==> config.mk <==
export PLATFORM = sky130hd
export DESIGN_NAME = debug_mem_loader_flat
export DESIGN_NICKNAME = d
export VERILOG_FILES = /design/src/rtl/debug_mem_loader_pkg.sv /design/src/rtl/debug_mem_loader_if.sv /design/src/rtl/debug_mem_loader_word_assembler.sv /design/src/rtl/debug_mem_loader.sv /design/src/flat_wrapper.sv
export SDC_FILE = /design/constraint.sdc
export NUM_CORES = 1
export LEC_CHECK = 0
export ABC_AREA = 1
export CAP_MARGIN = 20
export CELL_PAD_IN_SITES_DETAIL_PLACEMENT = 0
export CELL_PAD_IN_SITES_GLOBAL_PLACEMENT = 1
export CORE_MARGIN = 4
export CORE_UTILIZATION = 37
export DETAILED_ROUTE_END_ITERATION = 12
export PLACE_DENSITY_LB_ADDON = 0.3
export SLEW_MARGIN = 20
export SYNTH_ARGS = -nofsm -noshare
export SYNTH_HDL_FRONTEND = slang
export SYNTH_SLANG_ARGS = --single-unit
==> constraint.sdc <==
create_clock -name CPU_CLK -period 1.86 [get_ports CPU_CLK]
set_input_delay 0.372 -clock CPU_CLK [delete_from_list [all_inputs] [get_ports CPU_CLK]]
set_output_delay 0.372 -clock CPU_CLK [all_outputs]
set_load 0.02 [all_outputs]
==> src/rtl/debug_mem_loader_pkg.sv <==
// debug_mem_loader_pkg
//   Shared definitions for the debug memory loader: command opcodes,
//   FSM state encoding, default response codes and small opcode decoders.
package debug_mem_loader_pkg;

  // Command opcodes (first byte of every packet)
  localparam logic [7:0] OP_WR_INST  = 8'h01;
  localparam logic [7:0] OP_WR_DATA  = 8'h02;
  localparam logic [7:0] OP_RD_INST  = 8'h03;
  localparam logic [7:0] OP_RD_DATA  = 8'h04;
  localparam logic [7:0] OP_HOLD_SET = 8'h05;
  localparam logic [7:0] OP_HOLD_CLR = 8'h06;
  // Auto-increment writes; only decoded when DBG_LOADER_AUTOINC_EN is defined
  localparam logic [7:0] OP_AI_INST  = 8'h11;
  localparam logic [7:0] OP_AI_DATA  = 8'h12;

  localparam logic [7:0] ACK_DEFAULT = 8'hA5;
  localparam logic [7:0] ERR_DEFAULT = 8'hEE;

  typedef enum logic [2:0] {
    S_OPC,
    S_ADDR,
    S_DATA,
    S_EXEC,
    S_RWAIT,
    S_RSP
  } loaderState_e;

  function automatic logic isWriteOp(input logic [7:0] op);
    return (op == OP_WR_INST) || (op == OP_WR_DATA) ||
           (op == OP_AI_INST) || (op == OP_AI_DATA);
  endfunction

  function automatic logic isReadOp(input logic [7:0] op);
    return (op == OP_RD_INST) || (op == OP_RD_DATA);
  endfunction

  // 1 = command addresses InstRAM, 0 = DataRAM
  function automatic logic targetsInst(input logic [7:0] op);
    return (op == OP_WR_INST) || (op == OP_RD_INST) || (op == OP_AI_INST);
  endfunction

endpackage

==> src/rtl/debug_mem_loader_if.sv <==
// debug_mem_loader_if
//   Bundles the loader's byte command/response streams and the port-2
//   buses of InstRAM and DataRAM.
//   slave  : loader view (consumes commands, drives RAM port 2)
//   master : host/RAM view (drives commands, supplies read data)
//   cmd_*  : command byte stream (valid/ready/data[8])
//   rsp_*  : response byte stream (valid/ready/data[8])
//   inst_* / data_* : a2[32] byte address, wd2[32], we2[4], rd2[32]
interface debug_mem_loader_if;
  logic        cmd_valid;
  logic        cmd_ready;
  logic [7:0]  cmd_data;
  logic        rsp_valid;
  logic        rsp_ready;
  logic [7:0]  rsp_data;
  logic [31:0] inst_a2;
  logic [31:0] inst_wd2;
  logic [3:0]  inst_we2;
  logic [31:0] inst_rd2;
  logic [31:0] data_a2;
  logic [31:0] data_wd2;
  logic [3:0]  data_we2;
  logic [31:0] data_rd2;

  modport slave (
    input  cmd_valid, cmd_data, rsp_ready, inst_rd2, data_rd2,
    output cmd_ready, rsp_valid, rsp_data,
           inst_a2, inst_wd2, inst_we2, data_a2, data_wd2, data_we2
  );

  modport master (
    output cmd_valid, cmd_data, rsp_ready, inst_rd2, data_rd2,
    input  cmd_ready, rsp_valid, rsp_data,
           inst_a2, inst_wd2, inst_we2, data_a2, data_wd2, data_we2
  );
endinterface

==> src/rtl/debug_mem_loader_word_assembler.sv <==
// dbg_word_assembler
//   Collects four bytes, LSB first, into a 32-bit word.
//   clk/rst : clock, synchronous active-high reset
//   load    : restart collection (clears count and partial word)
//   shift   : byteIn is accepted this cycle
//   byteIn  : incoming byte
//   word    : assembled word; complete while done is high
//   done    : this shift delivers the fourth byte
// Only the first three bytes are stored; the fourth is merged
// combinationally so the owner can act on the full word in the same cycle.
module dbg_word_assembler (
  input  logic        clk,
  input  logic        rst,
  input  logic        load,
  input  logic        shift,
  input  logic [7:0]  byteIn,
  output logic [31:0] word,
  output logic        done
);
  logic [23:0] shReg;
  logic [1:0]  cnt;

  always_ff @(posedge clk) begin
    if (rst || load) begin
      shReg <= '0;
      cnt   <= '0;
    end else if (shift) begin
      shReg <= {byteIn, shReg[23:8]};
      cnt   <= cnt + 2'd1;   // 3 -> 0 wrap arms the next word
    end
  end

  assign word = {byteIn, shReg};
  assign done = shift && (cnt == 2'd3);
endmodule

==> src/rtl/debug_mem_loader.sv <==
// debug_mem_loader
//   Host-side driver for the core's debug RAM ports. Decodes a byte command
//   stream into word reads/writes on InstRAM/DataRAM port 2 and returns
//   ack/error/read-data bytes on a response stream. Also holds the core in
//   reset (core_hold) while a program is being loaded.
//   Packet: opcode, 4 address bytes LSB first, then 4 data bytes for writes.
// Parameters
//   RD_LATENCY : cycles from a2 valid to rd2 valid (1..3)
//   ACK_CODE   : response byte for completed write/hold commands
//   ERR_CODE   : response byte for illegal opcode or misaligned address
// Ports
//   CPU_CLK   : sole clock
//   CPU_RST   : synchronous active-high reset
//   bus       : command/response streams + RAM port-2 buses (slave view)
//   core_hold : 1 = keep the core in reset
//   busy      : 1 whenever a packet is in progress (FSM not in S_OPC)
// Configuration
//   DBG_LOADER_AUTOINC_EN : adds opcodes 0x11/0x12 (write to last
//   address + 4, data bytes only). Without it those opcodes are illegal
//   and no last-address register exists.
module debug_mem_loader
  import debug_mem_loader_pkg::*;
#(
  parameter int         RD_LATENCY = 1,
  parameter logic [7:0] ACK_CODE   = ACK_DEFAULT,
  parameter logic [7:0] ERR_CODE   = ERR_DEFAULT
) (
  input  logic                CPU_CLK,
  input  logic                CPU_RST,
  debug_mem_loader_if.slave   bus,
  output logic                core_hold,
  output logic                busy
);

  localparam logic [1:0] LAST_WAIT = 2'(RD_LATENCY - 1);

  loaderState_e state;
  logic         started;     // low only in the cycle right after reset
  logic [7:0]   opcode;
  logic [31:0]  curAddr;
  logic         errFlag;
  logic [1:0]   waitCnt;
  logic [1:0]   rspLeft;     // response bytes still to send after rspData
  logic [23:0]  rspShift;
  logic [7:0]   rspData;
  logic         rspValid;
  logic [31:0]  instA2, instWd2, dataA2, dataWd2;
  logic [3:0]   instWe2, dataWe2;

  logic         cmdReady, cmdAccept;
  logic         asmLoad, addrShift, dataShift;
  logic [31:0]  addrWord, dataWord, wrAddr, rdWord;
  logic         addrDone, dataDone;

  assign cmdReady  = started &&
                     ((state == S_OPC) || (state == S_ADDR) || (state == S_DATA));
  assign cmdAccept = bus.cmd_valid && cmdReady;
  assign asmLoad   = cmdAccept && (state == S_OPC);
  assign addrShift = cmdAccept && (state == S_ADDR);
  assign dataShift = cmdAccept && (state == S_DATA);
  assign busy      = (state != S_OPC);

  dbg_word_assembler addrAsm (
    .clk(CPU_CLK), .rst(CPU_RST), .load(asmLoad), .shift(addrShift),
    .byteIn(bus.cmd_data), .word(addrWord), .done(addrDone)
  );

  dbg_word_assembler dataAsm (
    .clk(CPU_CLK), .rst(CPU_RST), .load(asmLoad), .shift(dataShift),
    .byteIn(bus.cmd_data), .word(dataWord), .done(dataDone)
  );

`ifdef DBG_LOADER_AUTOINC_EN
  logic [31:0] lastAddr;
  logic        isAutoInc;
  assign isAutoInc = (opcode == OP_AI_INST) || (opcode == OP_AI_DATA);
  // 32-bit add wraps 0xFFFF_FFFC back to 0
  assign wrAddr    = isAutoInc ? (lastAddr + 32'd4) : curAddr;
`else
  assign wrAddr    = curAddr;
`endif

  assign rdWord = targetsInst(opcode) ? bus.inst_rd2 : bus.data_rd2;

  always_ff @(posedge CPU_CLK) begin
    if (CPU_RST) begin
      state     <= S_OPC;
      started   <= 1'b0;
      opcode    <= '0;
      curAddr   <= '0;
      errFlag   <= 1'b0;
      waitCnt   <= '0;
      rspLeft   <= '0;
      rspShift  <= '0;
      rspValid  <= 1'b0;
      rspData   <= '0;
      instA2    <= '0;
      instWd2   <= '0;
      instWe2   <= '0;
      dataA2    <= '0;
      dataWd2   <= '0;
      dataWe2   <= '0;
      core_hold <= 1'b1;
`ifdef DBG_LOADER_AUTOINC_EN
      lastAddr  <= '0;
`endif
    end else begin
      started <= 1'b1;
      // write enables are single-cycle pulses; a2/wd2 keep their values
      instWe2 <= '0;
      dataWe2 <= '0;
      case (state)
        S_OPC: begin
          if (cmdAccept) begin
            opcode  <= bus.cmd_data;
            errFlag <= 1'b0;
            case (bus.cmd_data)
              OP_WR_INST, OP_WR_DATA, OP_RD_INST, OP_RD_DATA:
                state <= S_ADDR;
              OP_HOLD_SET, OP_HOLD_CLR: begin
                core_hold <= (bus.cmd_data == OP_HOLD_SET);
                state     <= S_EXEC;
              end
`ifdef DBG_LOADER_AUTOINC_EN
              OP_AI_INST, OP_AI_DATA:
                state <= S_DATA;
`endif
              default: begin
                // unknown opcode: answer at once, consume nothing more
                rspData  <= ERR_CODE;
                rspLeft  <= '0;
                rspValid <= 1'b1;
                state    <= S_RSP;
              end
            endcase
          end
        end

        S_ADDR: begin
          if (addrDone) begin
            curAddr <= addrWord;
`ifdef DBG_LOADER_AUTOINC_EN
            lastAddr <= addrWord;
`endif
            if (isWriteOp(opcode)) begin
              state <= S_DATA;
            end else begin
              errFlag <= (addrWord[1:0] != 2'b00);
              if (addrWord[1:0] == 2'b00) begin
                if (targetsInst(opcode)) instA2 <= addrWord;
                else                     dataA2 <= addrWord;
              end
              state <= S_EXEC;
            end
          end
        end

        S_DATA: begin
          if (dataDone) begin
            errFlag <= (wrAddr[1:0] != 2'b00);
`ifdef DBG_LOADER_AUTOINC_EN
            lastAddr <= wrAddr;
`endif
            // misaligned writes still consume their data bytes but never
            // touch the RAM
            if (wrAddr[1:0] == 2'b00) begin
              if (targetsInst(opcode)) begin
                instA2  <= wrAddr;
                instWd2 <= dataWord;
                instWe2 <= 4'hF;
              end else begin
                dataA2  <= wrAddr;
                dataWd2 <= dataWord;
                dataWe2 <= 4'hF;
              end
            end
            state <= S_EXEC;
          end
        end

        S_EXEC: begin
          if (isReadOp(opcode) && !errFlag) begin
            waitCnt <= '0;
            state   <= S_RWAIT;
          end else begin
            rspData  <= errFlag ? ERR_CODE : ACK_CODE;
            rspLeft  <= '0;
            rspValid <= 1'b1;
            state    <= S_RSP;
          end
        end

        S_RWAIT: begin
          if (waitCnt == LAST_WAIT) begin
            {rspShift, rspData} <= rdWord;
            rspLeft  <= 2'd3;
            rspValid <= 1'b1;
            state    <= S_RSP;
          end else begin
            waitCnt <= waitCnt + 2'd1;
          end
        end

        S_RSP: begin
          if (bus.rsp_ready) begin
            if (rspLeft == 2'd0) begin
              rspValid <= 1'b0;
              state    <= S_OPC;
            end else begin
              rspData  <= rspShift[7:0];
              rspShift <= {8'h00, rspShift[23:8]};
              rspLeft  <= rspLeft - 2'd1;
            end
          end
        end

        default: state <= S_OPC;
      endcase
    end
  end

  assign bus.cmd_ready = cmdReady;
  assign bus.rsp_valid = rspValid;
  assign bus.rsp_data  = rspData;
  assign bus.inst_a2   = instA2;
  assign bus.inst_wd2  = instWd2;
  assign bus.inst_we2  = instWe2;
  assign bus.data_a2   = dataA2;
  assign bus.data_wd2  = dataWd2;
  assign bus.data_we2  = dataWe2;

endmodule

==> src/flat_wrapper.sv <==
// flat-port wrapper written by rule: the top's interface ports become plain ports
module debug_mem_loader_flat import debug_mem_loader_pkg::*;
#(
  parameter int         RD_LATENCY = 1,
  parameter logic [7:0] ACK_CODE   = ACK_DEFAULT,
  parameter logic [7:0] ERR_CODE   = ERR_DEFAULT
)
  (CPU_CLK, CPU_RST, core_hold, busy, bus_cmd_valid, bus_cmd_data, bus_rsp_ready, bus_inst_rd2, bus_data_rd2, bus_cmd_ready, bus_rsp_valid, bus_rsp_data, bus_inst_a2, bus_inst_wd2, bus_inst_we2, bus_data_a2, bus_data_wd2, bus_data_we2);
  debug_mem_loader_if bus_i ();
  input  logic CPU_CLK;
  input  logic CPU_RST;
  output logic core_hold;
  output logic busy;
  input wire logic [$bits(bus_i.cmd_valid)-1:0] bus_cmd_valid;
  input wire logic [$bits(bus_i.cmd_data)-1:0] bus_cmd_data;
  input wire logic [$bits(bus_i.rsp_ready)-1:0] bus_rsp_ready;
  input wire logic [$bits(bus_i.inst_rd2)-1:0] bus_inst_rd2;
  input wire logic [$bits(bus_i.data_rd2)-1:0] bus_data_rd2;
  output wire logic [$bits(bus_i.cmd_ready)-1:0] bus_cmd_ready;
  output wire logic [$bits(bus_i.rsp_valid)-1:0] bus_rsp_valid;
  output wire logic [$bits(bus_i.rsp_data)-1:0] bus_rsp_data;
  output wire logic [$bits(bus_i.inst_a2)-1:0] bus_inst_a2;
  output wire logic [$bits(bus_i.inst_wd2)-1:0] bus_inst_wd2;
  output wire logic [$bits(bus_i.inst_we2)-1:0] bus_inst_we2;
  output wire logic [$bits(bus_i.data_a2)-1:0] bus_data_a2;
  output wire logic [$bits(bus_i.data_wd2)-1:0] bus_data_wd2;
  output wire logic [$bits(bus_i.data_we2)-1:0] bus_data_we2;
  assign bus_i.cmd_valid = bus_cmd_valid;
  assign bus_i.cmd_data = bus_cmd_data;
  assign bus_i.rsp_ready = bus_rsp_ready;
  assign bus_i.inst_rd2 = bus_inst_rd2;
  assign bus_i.data_rd2 = bus_data_rd2;
  assign bus_cmd_ready = bus_i.cmd_ready;
  assign bus_rsp_valid = bus_i.rsp_valid;
  assign bus_rsp_data = bus_i.rsp_data;
  assign bus_inst_a2 = bus_i.inst_a2;
  assign bus_inst_wd2 = bus_i.inst_wd2;
  assign bus_inst_we2 = bus_i.inst_we2;
  assign bus_data_a2 = bus_i.data_a2;
  assign bus_data_wd2 = bus_i.data_wd2;
  assign bus_data_we2 = bus_i.data_we2;
  debug_mem_loader #(.RD_LATENCY(RD_LATENCY), .ACK_CODE(ACK_CODE), .ERR_CODE(ERR_CODE)) u_core (.CPU_CLK(CPU_CLK), .CPU_RST(CPU_RST), .bus(bus_i), .core_hold(core_hold), .busy(busy));
endmodule
==> results of run 1 <==
worst min-delay path by stage:
stage	cells after the start	to	startpoint	slack, ns
after floorplan	1	u_core.waitCnt[0]	u_core.waitCnt[0]	0.43
after global placement	1	u_core.waitCnt[0]	u_core.waitCnt[0]	0.44
after detailed placement	1	u_core.waitCnt[0]	u_core.waitCnt[0]	0.45
after CTS	3	u_core.started	CPU_RST	0.32
after global routing	3	u_core.started	CPU_RST	0.35
final	3	u_core.started	CPU_RST	0.35
final cells by class:
class                   instances  area, µm²
inverters                     164        626
clock buffers                  44        842
flip-flops and latches        265       5320
well taps                     390        488
fillers                      3014      14400
multi-input cells            1067       4900
repair buffers                335       3220
clock inverters                 3       43.8
placed cells by master, fill, tap and decap left out, types with 2 or more instances in the layout:
cell	netlist	routed
dlygate4sd2_1	0	129
nor2_4	4	6
clkbuf_16	0	33
nand2_4	0	2
nor2_2	4	11
buf_4	11	93
inv_1	153	152
a211oi_1	19	19
o21a_1	4	4
o21ai_1	0	3
clkbuf_1	39	9
buf_8	0	2
dfxtp_1	265	257
o211ai_1	28	28
nor2_1	335	326
dfxtp_2	0	7
nor3_1	4	3
ha_1	4	4
clkbuf_8	0	6
inv_4	0	4
dlymetal6s2s_1	0	17
nand2_1	338	330
or2_1	7	7
o21ai_2	3	2
o21ai_0	148	145
nor3_4	0	3
clkdlybuf4s50_1	0	74
nor3b_1	4	4
inv_2	11	8
nand3b_1	2	2
nand2_2	3	9
a21oi_1	112	112
buf_12	0	13
or2_2	17	17
nand3_1	21	20
logic make-up (layout without fill, tap and decap cells):
group | Yosys count | count (layout) | synth area share
xor+xnor | 1 | 1 | 0.000777
buf+inv | 263 | 546 | 0.104
flops | 265 | 265 | 0.471
fa+ha+maj | 4 | 4 | 0.00444
compound gates | 316 | 316 | 0.153
simple gates | 746 | 746 | 0.267
where the power goes:
part | switching (W) | internal, W | total [W]
Clock | 0.00221 | 0.00321 | 0.00542
Sequential | 0.000440 | 0.00648 | 0.00692
Combinational | 0.00382 | 0.00269 | 0.00651
Total | 0.00647 | 0.0124 | 0.0189
worst reg2reg max path: cells and delay by family, from the launching register on:
family | cells | cell delay (ns)
simple gates | 5 | 0.76
buf+inv | 4 | 0.60
flops | 1 | 0.36
cells in the mapped netlist:
cell type  instances
nor3b_1            4
nor3_2             3
nand3b_1           2
and2_1             1
nand2_1          338
inv_1            153
nor2_2             4
o21ai_0          148
nand3_1           21
a21oi_2            1
nand2_2            3
buf_1              8
buf_2             26
o21ai_2            3
a22oi_1            1
o21a_1             4
o211ai_1          28
or2_1              7
buf_6             15
or2_2             17
nor2_1           335
nand3_2            1
buf_4             11
nand4_1            1
clkbuf_1          39
a211oi_1          19
nor3_1             4
inv_2             11
dfxtp_1          265
nand4_4            1
ha_1               4
nor2_4             4
xnor2_1            1
a21oi_1          112
flip-flops by register name, indices dropped and copies added (netlist names), 2 cells and up:
register / flops
u_core.bus.data_a2: 32
u_core.bus.data_wd2: 32
u_core.bus.inst_a2: 32
u_core.bus.inst_wd2: 32
u_core.curAddr: 32
u_core.addrAsm.shReg: 24
u_core.dataAsm.shReg: 24
u_core.rspShift: 24
u_core.bus.rsp_data: 8
u_core.opcode: 8
u_core.state: 3
u_core.addrAsm.cnt: 2
u_core.dataAsm.cnt: 2
u_core.rspLeft: 2
u_core.waitCnt: 2
through the flow:
stage / cells / power [W] / TNS [ns] / worst slack [ns] / hold slack [ns]
4_1_cts: 2260 / 0.0189 / 0 / 0.000209 / 0.324
6_report: 2268 / 0.0189 / 0 / 0.0550 / 0.349
5_1_grt: 2268 / 0.0202 / -0.391 / -0.0380 / 0.347
2_1_floorplan: 1595 / 0.0110 / 0 / 0.160 / 0.426
3_3_place_gp: 2211 / 0.0134 / -57.32 / -0.376 / 0.438
3_5_place_dp: 2211 / 0.0135 / -62.14 / -0.398 / 0.447
routing by layer:
layer / share of wire / routed length [µm]
met1: 0.46 / 15100
met2: 0.46 / 15000
met3: 0.051 / 1650
met4: 0.022 / 706
met5: 0.00040 / 13
what timing repair did:
action                                  4_1_cts  5_1_grt
resized for setup                           143       62
hold endpoints to repair                      0        0
endpoints found under the setup margin      206      202
gates cloned                                  1        4
setup buffers                                 1        4
pin swaps                                     1        4
==> flow_summary.toml, run 1 <==
[yosys]
ys_types = 34
ys_ff_latch = 265
synth.cell_area_um2 = 11300
syn_nets = 1675
ys_seq_area_frac = 0.471
synth_area_leaders = "dfxtp_1 47%, nand2_1 11%, nor2_1 11%"
synth_warnings = 0
synth_top_area_frac = 0.471
avgSynthCellArea_um2 = 7.07
synth_cells = 1595
yosysTopAreaCell = "dfxtp_1"

[die]
die_x_um = 183
io_pins = 224
start_util = 0.377
die_y_um = 183
num_rows = 63
core_area_um2 = 29900
die_area_um2 = 33300

[placement]
placed_cell_area_um2 = 14300
portBuffers = 223
hpwl_mm = 22.7
place_congestion = 0.829

[sta]
clock.fmax_ghz = 0.554
fin_crit_ns = 1.81
rsz0062_at_grt = "yes"
fin_crit_sh = 0.970
setup_viol = 0
hold_violations = 0
final_max_slew_viol_count = 0
tightest_slew_ns = 0.500
fin_skew_ns = 0.0157
relSlewSlack = 0.666

[drt]
drc = 0
drt-vias-per-instance = 4.62
drt_iter0_markers = 516
wl_per_cell_um = 14.3
first_pass_iters = 5
vias = 10500
drtAntennaViolNets = 0
wl_mm = 32.4

[global_route]
grt_use_met2 = 0.303
first_global_vias = 9740
grt_pass1_wl_mm = 50.8
grt_use_met3 = 0.0369
use_met1 = 0.247
grt_busiest_layer = "met2"
grtUsageTotal = 0.183
grt_max_degree = 97
antenna_found_initial = 1
grt_overflow_total = 0

[cells_and_area]
final_area_um2 = 15400
fin_util = 0.517
syn_to_final_growth_pct = 36.9
fin_nets = 1942
n_antenna_cell = 0
drive_gt1_frac = 0.122

[critical_path]
slowest_stage = "dfxtp_2"
r2r_setup_slack_ns = 0.05
rr_startpoint = "u_core.state[1]"
path_max_fanout = 7
critPathArrivalTime_ns = 2.25
cp-endpoint = "u_core.bus.inst_a2[1]"
worstPathRequired_ns = 2.31
cpMostUsedCell = "buf_4"
r2r-end = "u_core.bus.inst_a2[1]"
end_kind = "register"
startpoint = "u_core.state[1]"
crit_buf_inv = 4
cp_cell_sequence = "buf_4 > nor3_4 > nand2_1 > nand2_2 > nor2_4 > buf_12 > clkbuf_16 > buf_4 > nor3b_1"
cpPeakStageDelay_ns = 0.36
crit_family = "simple AND/OR/NAND/NOR gates"
worstRegToRegCells = 9
path_class = "reg2reg"
start_kind = "register"
cp.depth = 9

[power_and_ir_drop]
power.density_nw_per_um2 = 1220
leakage_nw = 7.79
ir_worst_vdd_v = 0.000726

[clocking]
holdBufCountCts = 0
root_buffer = "clkbuf_16"
numCtsBuffers = 29
clock-sinks = 265
path_clk_slew_ns = 0.06
clk_latency_ns = 0.54
cts_tree = "yes"
cts.htree.levels = 1
cts_max_path_buffers = 3

[worst_hold_path]
hp-class = "in2reg"

[outcome]
status = "finished, final reports clean"

[flow_run]
maxCapViolations = 0
Note: power is estimated with default switching activity, not from simulation.
==> run 2, diff against run 1 <==
--- a/config.mk
+++ b/config.mk
@@ -7,10 +7,10 @@
 export LEC_CHECK = 0
 export ABC_AREA = 1
 export CAP_MARGIN = 20
-export CELL_PAD_IN_SITES_DETAIL_PLACEMENT = 0
-export CELL_PAD_IN_SITES_GLOBAL_PLACEMENT = 1
+export CELL_PAD_IN_SITES_DETAIL_PLACEMENT = 2
+export CELL_PAD_IN_SITES_GLOBAL_PLACEMENT = 2
 export CORE_MARGIN = 4
-export CORE_UTILIZATION = 37
+export CORE_UTILIZATION = 28
 export DETAILED_ROUTE_END_ITERATION = 12
 export PLACE_DENSITY_LB_ADDON = 0.3
 export SLEW_MARGIN = 20
==> flow_summary.toml, run 2 (synthesized netlist as in run 1, its figures left out) <==
[global_route]
grt_pass1_wl_mm = 65.8
first_global_vias = 12000
grtUsageTotal = 0.185
antenna_found_initial = 1
grt_max_degree = 115
grt_overflow_total = 0

[sta]
clock.fmax_ghz = 0.536
rsz0062_at_grt = "yes"
whs_ns = 0.344
fin_crit_ns = 1.86
final_max_slew_viol_count = 0
fin_crit_sh = 1.00
relSlewSlack = 0.633
setup_viol = 3
tightest_slew_ns = 0.550
hold_violations = 0
setup_ws_ns = -0.00406
fin_skew_ns = 0.0331

[power_and_ir_drop]
power.density_nw_per_um2 = 1280
seq_power_share = 0.344
power_switching_share = 0.365
ir_worst_vdd_v = 0.000794
leakage_nw = 7.77
finalPower_w = 0.0204
comb_power_share = 0.355
p_clk_frac = 0.301
p_int_w = 0.0129
p_sw_w = 0.00743

[critical_path]
worstRegToRegCells = 11
worstPathRequired_ns = 2.37
crit_buf_inv = 5
critPathArrivalTime_ns = 2.37
path_max_fanout = 14
r2r-end = "u_core.bus.inst_a2[12]"
slowest_stage = "dfxtp_4"
rr_startpoint = "u_core.state[0]"
crit_family = "buffers and inverters"
r2r_setup_slack_ns = -0.004
path_class = "reg2reg"
cpPeakStageDelay_ns = 0.38
cp_cell_sequence = "inv_4 > nor3_2 > buf_4 > a21oi_2 > nand3_2 > nor2_4 > buf_12 > buf_12 > clkbuf_16 > nor2_1 > nor2_1"
start_kind = "register"
end_kind = "register"

[cells_and_area]
final_cell_mix = "325 x nand2_1, 313 x nor2_1, 255 x dfxtp_1, 149 x inv_1, 146 x dlygate4sd2_1"
instances_no_fill = 2417
syn_to_final_growth_pct = 41.7
n_antenna_cell = 0
fin_nets = 1948
final_common_cell = "nand2_1"
fin_util = 0.402
fillCellCount = 4601
drive_gt1_frac = 0.143

[flow_run]
maxCapViolations = 0

[clocking]
root_buffer = "clkbuf_16"
clk_latency_ns = 0.58
path_clk_slew_ns = 0.07
clock-sinks = 265
cts_tree = "yes"
numCtsBuffers = 31
holdBufCountCts = 0
cts_max_path_buffers = 3
cts.htree.levels = 1

[drt]
first_pass_iters = 4
drt-vias-per-instance = 4.70
drt_iter0_markers = 363
wl_mm = 44.1
vias = 11400
wl_per_cell_um = 18.2
drtAntennaViolNets = 0
drc = 0

[placement]
pre_cts_ws_ns = -0.418
place_congestion = 0.815
portBuffers = 223
hpwl_mm = 29.0
dp.cells = 2339

[die]
io_pins = 224
die_area_um2 = 43500
start_util = 0.284
die_x_um = 209
num_rows = 73
die_y_um = 209
core_area_um2 = 39700

[worst_hold_path]
hp-start = "CPU_RST"
hold_depth = 4
hp-class = "in2reg"
whs_endpoint = "u_core.core_hold"

[outcome]
violations = "negative setup slack"
status = "finished, violations left"
==> run 2: changes by cell type in the layout (fill, tap and decap cells not counted), moves of 5 or more <==
cell and change:
clkbuf_8 +5, buf_12 +9, buf_4 -11, nor2_1 -13
dlygate4sd2_1 +17, dlymetal6s2s_1 -17, nor2_4 +9, nand2_1 -5
buf_6 +5
==> run 2: worst max-delay path by stage <==
stage,start,end,slack [ns],cells after the start
3_3_place_gp,bus_cmd_valid,u_core.state[2],-0.36,8
6_report,u_core.state[0],u_core.bus.inst_a2[12],-0.004,11
3_5_place_dp,bus_cmd_valid,u_core.bus.inst_a2[26],-0.42,9
2_1_floorplan,u_core.state[0],u_core.addrAsm.shReg[12],0.16,13
4_1_cts,u_core.opcode[7],u_core.bus.inst_a2[27],-0.01,10
5_1_grt,u_core.state[1],u_core.bus.inst_a2[23],-0.11,11
==> run 2: layer usage <==
metal  vias up  GRT usage  routed length, µm
met5         -          0                  0
met4         0     0.0421               1220
met3        75     0.0290               1630
met2       208      0.335              22000
met1      5532      0.231              19200
li1       5546          -                  -
==> run 2: power groups by stage <==
stage | Sequential, W | Combinational [W] | Clock, W
final | 0.00700 | 0.00724 | 0.00613
after global routing | 0.00712 | 0.00798 | 0.00657
after CTS | 0.00698 | 0.00669 | 0.00632
after detailed placement | 0.00709 | 0.00679 | 0
after global placement | 0.00704 | 0.00656 | 0
after floorplan | 0.00751 | 0.00347 | 0
==> run 2: timing repair <==
action / CTS / global route
setup endpoints to repair: 275 / 178
gates resized for setup: 180 / 74
gates cloned: 3 / 6
pin swaps: 3 / 23
setup buffers: 3 / 11
==> run 2: worst min-delay path, delay by kind of cell <==
family | cells | cell delay (ns)
AND/OR/NAND/NOR | 1 | 0.12
buffers and inverters | 3 | 0.39
==> run 2: metrics by stage <==
step                area [µm²]   TNS, ns
CTS                      15600   -0.0190
global placement         14600    -55.93
floorplan                11300         0
detailed placement       14600    -69.15
finish                   16000  -0.00775
global route             16000     -2.77
==> run 2: layout make-up <==
class | count | area [µm²] | share of cell area
timing repair buffer | 339 | 3340 | 0.209
sequential | 265 | 5330 | 0.334
clock buffer | 48 | 950 | 0.0595
inverter | 164 | 636 | 0.0398
multi-input combinational | 1067 | 4980 | 0.312
clock inverter | 9 | 80.1 | 0.00501
tap | 525 | 657 | 0.0411
==> run 3, diff against run 2 <==
--- a/config.mk
+++ b/config.mk
@@ -9,8 +9,9 @@
 export CAP_MARGIN = 20
 export CELL_PAD_IN_SITES_DETAIL_PLACEMENT = 2
 export CELL_PAD_IN_SITES_GLOBAL_PLACEMENT = 2
-export CORE_MARGIN = 4
+export CORE_MARGIN = 3
 export CORE_UTILIZATION = 28
+export CTS_CLUSTER_DIAMETER = 40
 export DETAILED_ROUTE_END_ITERATION = 12
 export PLACE_DENSITY_LB_ADDON = 0.3
 export SLEW_MARGIN = 20
==> flow_summary.toml, run 3 (synthesized netlist as in run 1, its figures left out) <==
[outcome]
status = "finished, violations left"
violations = "negative setup slack"

[critical_path]
end_kind = "register"
critPathArrivalTime_ns = 2.38
crit_buf_inv = 3
path_class = "reg2reg"
worstPathRequired_ns = 2.31
r2r_setup_slack_ns = -0.06
crit_family = "simple AND/OR/NAND/NOR gates"
cp_cell_sequence = "nor2_1 > nand2_1 > inv_1 > nand2_1 > nand3_2 > nand2_2 > nand2_1 > nor2_4 > buf_4 > buf_12 > nand2_1 > nand2_1 > nor2_1"
cpMostUsedCell = "nand2_1"
slowest_stage = "dfxtp_2"
path_max_fanout = 11
cpPeakStageDelay_ns = 0.38
start_kind = "register"

[placement]
place_congestion = 0.831
portBuffers = 223
hpwl_mm = 30.0
placed_cell_area_um2 = 14600
dp.cells = 2335

[clocking]
path_clk_slew_ns = 0.05
cts.htree.levels = 2
holdBufCountCts = 0
cts_max_path_buffers = 3
numCtsBuffers = 52
clk_latency_ns = 0.58
cts_tree = "yes"
root_buffer = "clkbuf_16"
clock-sinks = 265

[cells_and_area]
final_cell_mix = "322 x nor2_1, 311 x nand2_1, 254 x dfxtp_1, 147 x inv_1, 146 x dlygate4sd2_1"
fillCellCount = 4490
syn_to_final_growth_pct = 51.8
instances_no_fill = 2462
final_area_um2 = 17100
fin_nets = 1979
multi_input_area_um2 = 5070
final_common_cell = "nor2_1"
seq_area_um2 = 5330
fin_util = 0.437
drive_gt1_frac = 0.172

[sta]
rsz0062_at_grt = "yes"
setup_viol = 16
hold_violations = 0
setup_ws_ns = -0.0624
clock.fmax_ghz = 0.520
fin_crit_sh = 1.03
fin_skew_ns = 0.0203
final_max_slew_viol_count = 0
tightest_slew_ns = 0.592
fin_crit_ns = 1.92
relSlewSlack = 0.601

[die]
die_y_um = 207
start_util = 0.288
io_pins = 224
die_area_um2 = 42700
core_area_um2 = 39200
num_rows = 72
die_x_um = 207

[drt]
first_pass_iters = 4
drt_iter0_markers = 442
drt-vias-per-instance = 4.76
wl_per_cell_um = 19.5
vias = 11700
drc = 0
drtAntennaViolNets = 0
wl_mm = 48.0

[global_route]
first_global_vias = 12600
grt_overflow_total = 0
antenna_found_initial = 1
grt_max_degree = 85
grtUsageTotal = 0.204
grt_pass1_wl_mm = 68.6

[power_and_ir_drop]
ir_worst_vdd_v = 0.000575
leakage_nw = 8.29
power.density_nw_per_um2 = 1460

[worst_hold_path]
hp-class = "in2reg"

[flow_run]
maxCapViolations = 0
-- run 3: cell types whose count changed in the layout (fill, tap and decap cells not counted), sizes merged --
cell and delta:
clkinvlp +2, clkbuf +31, buf +3, diode +1, bufinv +8, bufbuf +1, clkinv +6
-- run 3: cell type report --
cell class | instances | share of cell area
inverter | 164 | 0.0373
sequential | 265 | 0.311
clock inverter | 25 | 0.0218
clock buffer | 73 | 0.0902
timing repair buffer | 349 | 0.205
multi-input combinational | 1067 | 0.296
tap | 518 | 0.0379
antenna | 1 | 0.000146
-- run 3: layer usage --
| metal | vias up | GRT usage | share of wire | routed length [µm] |
|---|---|---|---|---|
| li1 | 5654 | - | - | - |
| met2 | 214 | 0.371 | 0.52 | 25000 |
| met3 | 69 | 0.0334 | 0.035 | 1660 |
| met1 | 5788 | 0.246 | 0.42 | 20300 |
| met5 | - | 0 | 0 | 0 |
| met4 | 0 | 0.0601 | 0.022 | 1070 |
-- run 3: final timing paths --
| kind | from | endpoint | cells past startpoint |
|---|---|---|---|
| hold reg to reg | u_core.waitCnt[0] | u_core.waitCnt[0] | 1 |
| setup reg to reg | u_core.opcode[5] | u_core.bus.data_a2[2] | 13 |
| hold / removal | CPU_RST | u_core.bus.inst_a2[2] | 4 |
| setup / recovery | u_core.opcode[5] | u_core.bus.data_a2[2] | 13 |
-- run 3: what timing repair did --
action	in CTS	in global routing
endpoints found under the setup margin	280	201
buffers inserted	3	9
gates cloned	3	13
pin swaps	2	14
gates resized for setup	170	104
-- run 3: worst register-to-register path: cells and delay by family (launching register included) --
family	cells	cell delay [ns]
simple gates	10	1.02
buf+inv	3	0.40
flops	1	0.38
-- run 3: through the flow --
stage / power (W) / worst slack, ns / hold slack (ns) / TNS [ns]
3_5_place_dp: 0.0139 / -0.475 / 0.452 / -73.04
2_1_floorplan: 0.0110 / 0.160 / 0.426 / 0
4_1_cts: 0.0243 / -0.0818 / 0.146 / -1.07
3_3_place_gp: 0.0136 / -0.470 / 0.438 / -65.89
6_report: 0.0251 / -0.0624 / 0.177 / -0.233
5_1_grt: 0.0265 / -0.198 / 0.189 / -8.08
-- run 3: where the power goes --
part           internal, W  switching (W)
registers          0.00651       0.000554
clock network      0.00699        0.00320
logic              0.00308        0.00472
total               0.0166        0.00847
